**src/rtl/sram_bank_ctrl.sv**
```systemverilog
// Banked OpenRAM controller: one request at a time, SETUP/ACCESS/HOLD
// strobe sequencing with a registered response handshake.
module sram_bank_ctrl #(
  parameter int DATA_W      = 32,
  parameter int ADDR_W      = 12,
  parameter int NUM_BANKS   = 2,
  parameter int WAIT_CYCLES = 1,
  parameter int HOLD_CYCLES = 1
) (
  input  logic                        clk,
  input  logic                        rst,
  input  logic                        req_valid,
  output logic                        req_ready,
  input  logic                        req_write,
  input  logic [ADDR_W-1:0]           req_addr,
  input  logic [DATA_W-1:0]           req_wdata,
  output logic                        rsp_valid,
  input  logic                        rsp_ready,
  output logic [DATA_W-1:0]           rsp_rdata,
  output logic [NUM_BANKS-1:0]        ram_csb,
  output logic                        ram_web,
  output logic                        ram_oeb,
  output logic [ADDR_W-$clog2(NUM_BANKS)-1:0] ram_addr,
  output logic [DATA_W-1:0]           ram_din,
  input  logic [NUM_BANKS*DATA_W-1:0] ram_dout
);

  localparam int BANK_W = $clog2(NUM_BANKS);
  localparam int IN_W   = ADDR_W - BANK_W;
  localparam int MAXC   = (WAIT_CYCLES > HOLD_CYCLES) ? WAIT_CYCLES : HOLD_CYCLES;
  localparam int CNT_W  = (MAXC > 1) ? $clog2(MAXC) : 1;
  localparam int HOLD_LD = (HOLD_CYCLES > 0) ? HOLD_CYCLES - 1 : 0;

  typedef enum logic [2:0] {
    S_IDLE,
    S_SETUP,
    S_ACCESS,
    S_HOLD,
    S_RESP
  } state_e;

  state_e              state_q;
  logic [CNT_W-1:0]    cnt_q;
  logic                wr_q;
  logic [BANK_W-1:0]   bank_q;
  logic                req_ready_q;
  logic                rsp_valid_q;
  logic [DATA_W-1:0]   rsp_rdata_q;
  logic [NUM_BANKS-1:0] ram_csb_q;
  logic                ram_web_q;
  logic                ram_oeb_q;
  logic [IN_W-1:0]     ram_addr_q;
  logic [DATA_W-1:0]   ram_din_q;
  logic [DATA_W-1:0]   bank_dout;

  assign bank_dout = ram_dout[int'(bank_q)*DATA_W +: DATA_W];

  always_ff @(posedge clk) begin
    if (rst) begin
      state_q     <= S_IDLE;
      cnt_q       <= '0;
      wr_q        <= 1'b0;
      bank_q      <= '0;
      req_ready_q <= 1'b0;
      rsp_valid_q <= 1'b0;
      rsp_rdata_q <= '0;
      ram_csb_q   <= '1;
      ram_web_q   <= 1'b1;
      ram_oeb_q   <= 1'b1;
      ram_addr_q  <= '0;
      ram_din_q   <= '0;
    end else begin
      unique case (state_q)
        S_IDLE: begin
          req_ready_q <= 1'b1;
          if (req_valid && req_ready_q) begin
            req_ready_q <= 1'b0;
            wr_q        <= req_write;
            bank_q      <= req_addr[ADDR_W-1 -: BANK_W];
            ram_addr_q  <= req_addr[IN_W-1:0];
            ram_din_q   <= req_wdata;
            ram_csb_q   <= ~(NUM_BANKS'(1) << req_addr[ADDR_W-1 -: BANK_W]);
            state_q     <= S_SETUP;
          end
        end
        S_SETUP: begin
          cnt_q   <= CNT_W'(WAIT_CYCLES - 1);
          state_q <= S_ACCESS;
          if (wr_q) ram_web_q <= 1'b0;
          else      ram_oeb_q <= 1'b0;
        end
        S_ACCESS: begin
          if (cnt_q == '0) begin
            ram_web_q   <= 1'b1;
            ram_oeb_q   <= 1'b1;
            rsp_rdata_q <= wr_q ? '0 : bank_dout;
            if (HOLD_CYCLES == 0) begin
              ram_csb_q   <= '1;
              rsp_valid_q <= 1'b1;
              state_q     <= S_RESP;
            end else begin
              cnt_q   <= CNT_W'(HOLD_LD);
              state_q <= S_HOLD;
            end
          end else begin
            cnt_q <= cnt_q - 1'b1;
          end
        end
        S_HOLD: begin
          if (cnt_q == '0) begin
            ram_csb_q   <= '1;
            rsp_valid_q <= 1'b1;
            state_q     <= S_RESP;
          end else begin
            cnt_q <= cnt_q - 1'b1;
          end
        end
        S_RESP: begin
          if (rsp_ready) begin
            rsp_valid_q <= 1'b0;
            req_ready_q <= 1'b1;
            state_q     <= S_IDLE;
          end
        end
        default: state_q <= S_IDLE;
      endcase
    end
  end

  assign req_ready = req_ready_q;
  assign rsp_valid = rsp_valid_q;
  assign rsp_rdata = rsp_rdata_q;
  assign ram_csb   = ram_csb_q;
  assign ram_web   = ram_web_q;
  assign ram_oeb   = ram_oeb_q;
  assign ram_addr  = ram_addr_q;
  assign ram_din   = ram_din_q;

endmodule

```
**config.mk**
```make
export PLATFORM = sky130hd
export DESIGN_NAME = sram_bank_ctrl
export DESIGN_NICKNAME = d
export VERILOG_FILES = /design/src/rtl/sram_bank_ctrl.sv
export SDC_FILE = /design/constraint.sdc
export NUM_CORES = 1
export LEC_CHECK = 0
export BUFFER_PORTS_ARGS = -buffer_cell sky130_fd_sc_hd__buf_4
export CAP_MARGIN = 10
export CORE_MARGIN = 2
export CORE_UTILIZATION = 41
export CTS_CLUSTER_SIZE = 8
export DETAILED_ROUTE_END_ITERATION = 6
export HOLD_SLACK_MARGIN = 0.02
export PLACE_DENSITY_LB_ADDON = 0.1
export SYNTH_ARGS = -nofsm -noshare
export SYNTH_HDL_FRONTEND = slang
export SYNTH_SLANG_ARGS = --single-unit
```
**constraint.sdc**
```tcl
create_clock -name clk -period 1.5 [get_ports clk]
set_clock_uncertainty 0.1 [all_clocks]
set_input_delay 0.225 -clock clk [delete_from_list [all_inputs] [get_ports clk]]
set_output_delay 0.225 -clock clk [all_outputs]
set_load 0.03 [all_outputs]
```
==> metrics, run 1 <==
final hold vios=0; Synth Register Bits=86; DR iter-0 viols=67; area grow syn2layout=54.6%; final-report setup violation count=0; Pre-Repair DR Iteration Count=4; WHS=33.4 ps; routed vias/inst=4.90; depth of the most critical reg-to-reg path=4; Synth top area share=46.3%; vias in the first global route=3158; relative slew slack=78.8%; largest cells by area after synthesis=dfxtp_1 46%, mux2i_1 21%, nand2b_1 15%; Finished Cell Area=5750 sq um; register area share after synthesis=46.3%; pre-CTS setup slack=53.5 ps; Fin Setup TNS=0 ps; final total power=0.00598 W; drc violations=0; hpwl dp=6940 um; DR vias=3256; clock sink total=86; worst hold start=req_wdata[15]; max-slew violations=0; cell area power density=1040 nW/um^2; Syn Nets=464; FP Rows=34; Tightest Pin Transition=313 ps; total core area=8760 sq um; Die Ht=about 100 um; CTS Buf Count=9; max_cap viols=0; clock buffer depth=2; GP Congestion=0.809; mean post-synth cell area=10.6 sq um; n_diodes=0; first-pass GRT wire length=14700 um; period utilization=98.9%; Max VDD drop=0.000606 V; crit end category=flop; largest area contributor in the netlist=dfxtp_1; die area=9860 sq um; Startpoint Class=flop; die width=99.3 um; Fillers=711; fin crit period=about 1500 ps; Root Buffer=clkbuf_8; worst setup margin=about 17 ps; Max Clock Freq=between 600 and 700 MHz; outcome=completed; worst skew pair latency=around 340 ps; Port Buffers=193; Synth cell types=27; crit path from=req_ready; Overflow after GRT=0; RSZ-0062 raised after global routing=yes; DP Area=between 5000 and 6000 sq um; Post-synth EDFFs=0; cell count of the worst hold path=3; starting density of the core=between 40% and 50%; Worst Path Class, Setup=flop to flop; ANT nets after route=0; reg2reg end=ram_csb[1]; Synth Cell Area=3720 sq um; critical path required time=1630 ps; antenna violations before repair=0; CTS tree=done; reg2reg setup slack=20 ps; Clock transition at path regs=90 ps; leakage power=2.46 nW; io pins=194; CTS HTree Levels=3; worst hold endpoint=ram_din[15]; wire per inst=14.3 um; Hold Path Class=primary input to flop; fin nets=roughly 670; final WL=approximately 9500 um; Worst EP arrival=1620 ps; async set or reset register ratio after synthesis=0%; Synth Instances=351; reg2reg start=req_ready; layout cells sized above 1=43.6%; total track usage=a little under a fifth; Main synth FF type=dfxtp_1; largest net degree at the start of global routing=37; Synth warnings=0; CP max FO=3
## power breakdown
group          internal (W)  switching [W]  total (W)
clock              0.000910       0.000821    0.00173
sequential          0.00247       0.000115    0.00258
combinational      0.000843       0.000824    0.00167
total               0.00422        0.00176    0.00598
## timing repair
action	in CTS	in global routing
endpoints found under the setup margin	0	44
gates resized for setup	0	4
endpoints found under the hold margin	1	0
hold buffers	1	0
buffers inserted	0	3
## kinds of logic after synthesis
family	synth area share, %
xor gates and xnor gates	0.235
and+or+nand+nor	18.3
AOI/OAI and AO/OA	9.92
DFF	46.3
buffers and inverters	4.64
muxes	20.7
## stage by stage
| stage | cells | util (%) |
|---|---|---|
| final | 665 | 65.7 |
| after global routing | 665 | 65.7 |
| after CTS | 659 | 64.4 |
| after detailed placement | 642 | 61.8 |
| after global placement | 642 | 61.8 |
| after floorplan | 351 | - |
## registers in the layout, summed over array words and instances, names as in the netlist
register and flops:
ram_csb 2, rsp_valid 1, ram_din 32, ram_addr 11
wr_q 1, ram_web 1, req_ready 1, ram_oeb 1
rsp_rdata 32, bank_q 1, state_q 3
## synthesized netlist by cell type, drive strengths merged (2+ instances only)
cell type / count
nand2b: 92
dfxtp: 86
o21ai: 2
nor4: 2
nor3: 4
mux2i: 77
a211o: 2
buf: 15
inv: 3
nor4b: 2
a21oi: 6
nor2: 5
o2bb2ai: 32
clkbuf: 14
## placed cells by master (no fill, tap or decap), drive strengths merged, types with 2 or more instances in the layout
master,netlist,final
buf,15,215
nand2b,92,92
mux2i,77,77
clkinvlp,0,2
dfxtp,86,86
o2bb2ai,32,32
nor2,5,5
a21oi,6,6
nor3,4,4
o21ai,2,2
nor4,2,2
inv,3,3
a211o,2,2
nor4b,2,2
clkbuf,14,15
## metal layers
metal | share of wire (%) | wire [um] | GRT usage, % | up-vias
met5 | 0 | 0 | 0 | -
met4 | 1.6 | 155 | 6.85 | 0
met3 | 5.6 | 538 | 3.65 | 12
met2 | 51 | 4840 | 32.2 | 101
met1 | 42 | 4000 | 22.0 | 1531
li1 | - | - | - | 1612
## layout make-up
cell class,count,area [sq um],area share [%]
tap,108,135,2.35
clock inverter,4,53.8,0.935
timing repair buffer,219,1810,31.5
sequential,86,1730,30.0
inverter,3,11.3,0.196
multi-input combinational,233,1850,32.2
clock buffer,12,165,2.87
## worst max-delay path, cell delays in order, from the launching register on
cell	delay, ps
dfxtp_2	360
nand2_4	60
buf_4	140
or4_4	420
a211o_1	300
## how the worst max path moves through the flow
stage                  to  slack [ps]  depth (start not counted)
2_1_floorplan  ram_csb[0]          20                          3
3_3_place_gp   ram_csb[1]          90                          2
3_5_place_dp   ram_csb[0]          50                          2
4_1_cts        ram_csb[1]          40                          2
5_1_grt        ram_din[6]         -60                          5
6_report       ram_csb[1]          20                          4
(Power assumes the default switching activity.)
==> run 2: changes to the inputs <==
--- a/config.mk
+++ b/config.mk
@@ -8,8 +8,8 @@
 export BUFFER_PORTS_ARGS = -buffer_cell sky130_fd_sc_hd__buf_4
 export CAP_MARGIN = 10
 export CORE_MARGIN = 2
-export CORE_UTILIZATION = 41
-export CTS_CLUSTER_SIZE = 8
+export CORE_UTILIZATION = 43
+export CTS_CLUSTER_SIZE = 28
 export DETAILED_ROUTE_END_ITERATION = 6
 export HOLD_SLACK_MARGIN = 0.02
 export PLACE_DENSITY_LB_ADDON = 0.1
==> constraint.sdc (replaced) <==
create_clock -name clk -period 1.6 [get_ports clk]
set_clock_uncertainty 0.1 [all_clocks]
set_input_delay 0.24 -clock clk [delete_from_list [all_inputs] [get_ports clk]]
set_output_delay 0.24 -clock clk [all_outputs]
set_load 0.03 [all_outputs]
==> metrics, run 2 (synthesized netlist as in run 1, its figures left out) <==
met1 GRT Util=23.9% (was 22.0%); DR iter-0 viols=70 (was 67); io pins=194 (unchanged); vias in the first global route=3001 (was 3158); Port Buffers=193 (unchanged); FP Rows=33 (was 34); hpwl dp=6730 um (was 6940 um); final WL=9340 um (was 9540 um); Max VDD drop=0.000521 V (was 0.000606 V); CP max FO=22 (was 3); n_diodes=0 (unchanged); die width=97.0 um (was 99.3 um); ANT nets after route=0 (unchanged); Pre-Repair DR Iteration Count=4 (unchanged); most common cell after layout, fill and taps aside=buf_4 (unchanged); CTS HTree Levels=3 (unchanged); reg2reg setup slack=120 ps (was 20 ps); CTS tree=done (unchanged); die area=9420 sq um (was 9860 sq um); cell count of the worst hold path=3 (unchanged); outcome=completed (unchanged); starting density of the core=44.9% (was 42.5%); Tightest Pin Transition=425 ps (was 313 ps); Root Buffer=clkbuf_8 (unchanged); wire per inst=14.4 um (was 14.3 um); GP Congestion=0.795 (was 0.809); worst setup margin=120 ps (was 17.1 ps); Worst EP arrival=1660 ps (was 1620 ps); crit end category=flop (unchanged); reg2reg start=req_ready (unchanged); clock sink total=86 (unchanged); final non-filler cell total=647 (was 665); Fillers=690 (was 711); fin nets=650 (was 665); largest net degree at the start of global routing=45 (was 37); met3 usage=5.71% (was 3.65%); Worst Path Class, Setup=flop to flop (unchanged); first-pass GRT wire length=14900 um (was 14700 um); period utilization=92.5% (was 98.9%); cell area power density=968 nW/um^2 (was 1040 nW/um^2); reg2reg end=ram_din[3] (was ram_csb[1]); commonest non-fill, non-tap cells in the layout=199 x buf_4, 92 x nand2b_1, 84 x dfxtp_1, 77 x mux2i_1, 32 x o2bb2ai_1 (was 206 x buf_4, 92 x nand2b_1, 83 x dfxtp_1, 76 x mux2i_1, 32 x o2bb2ai_1); worst hold endpoint=ram_din[2] (was ram_din[15]); final-report setup violation count=0 (unchanged); area grow syn2layout=47.5% (was 54.6%); pre-CTS setup slack=68.7 ps (was 53.5 ps); max-slew violations=0 (unchanged); final hold vios=0 (unchanged); Max Clock Freq=675 MHz (was 674 MHz); total core area=8300 sq um (was 8760 sq um); Overflow after GRT=0 (unchanged); Fin Setup TNS=0 ps (unchanged); fin crit period=1480 ps (about the same); layout cells sized above 1=41.3% (was 43.6%); global-route layer with the greatest usage=met2 (unchanged); DR vias=3133 (was 3256); routed vias/inst=4.84 (was 4.90); Startpoint Class=flop (unchanged); RSZ-0062 raised after global routing=no (was yes); met2 Track Usage GR=31.8% (was 32.2%); max_cap viols=0 (unchanged); leakage power=2.33 nW (was 2.46 nW); placed cells=629 (was 642); Die Ht=97.0 um (was 99.3 um); depth of the most critical reg-to-reg path=5 (was 4); relative slew slack=71.6% (was 78.8%); worst hold start=req_wdata[2] (was req_wdata[15]); CTS Buf Count=9 (unchanged); clock buffer depth=2 (unchanged); Hold Path Class=primary input to flop (unchanged); total track usage=19.2% (was 18.3%); critical path required time=1780 ps (was 1630 ps); drc violations=0 (unchanged); Clock transition at path regs=90 ps (about the same); WHS=50.0 ps (was 33.4 ps); antenna violations before repair=0 (unchanged); worst skew pair latency=340 ps (about the same)
-- run 2: cell count changes in the layout (fill, tap and decap cells not counted), sizes merged --
cell	before	now
buf	215	203
clkbuf	15	13
clkinv	1	2
clkinvlp	2	1
dlygate4sd3	1	0
-- run 2: routing by layer --
layer  wire [um]  part of all wire [%]
met4         170                   1.8
met2        4690                    50
met3         546                   5.8
met5           0                     0
met1        3940                    42
-- run 2: worst max-delay path, cell delays in order (launching register included) --
cell,delay (ps)
dfxtp_2,380
nand2_2,100
nor4_4,210
buf_4,180
clkbuf_16,220
mux2i_1,220
-- run 2: timing repair --
item / 4_1_cts / 5_1_grt
hold endpoints to repair: 0 / 0
setup buffers: 0 / 1
resized for setup: 0 / 5
hold buffers: 0 / 0
endpoints found under the setup margin: 0 / 37
-- run 2: per-stage QoR --
step           instance area [sq um]  util, %  power (W)
2_1_floorplan                   3720        -    0.00329
3_3_place_gp                    5270     63.5    0.00386
3_5_place_dp                    5270     63.5    0.00388
4_1_cts                         5460     65.7    0.00534
5_1_grt                         5490     66.2    0.00557
6_report                        5490     66.2    0.00532
-- run 2: worst max-delay path by stage --
stage                     startpoint            to  slack, ps
after CTS                 state_q[0]    ram_din[6]         40
after global placement    state_q[0]    ram_din[2]        150
final                      req_ready    ram_din[3]        120
after global routing      state_q[0]  rsp_rdata[0]         20
after detailed placement  state_q[0]   ram_din[16]         70
after floorplan            req_ready    ram_csb[0]        120
-- run 2: cell type report --
cell class / instances / area [sq um] / share of cell area (%)
multi-input combinational: 233 / 1840 / 33.6
sequential: 86 / 1720 / 31.4
timing repair buffer: 204 / 1600 / 29.1
clock buffer: 12 / 135 / 2.46
tap: 105 / 131 / 2.39
clock inverter: 4 / 47.5 / 0.866
inverter: 3 / 11.3 / 0.205
-- run 2: power by group --
group          switching, W  internal [W]
sequential         0.000113       0.00231
clock              0.000748      0.000720
combinational      0.000740      0.000681
total               0.00160       0.00372
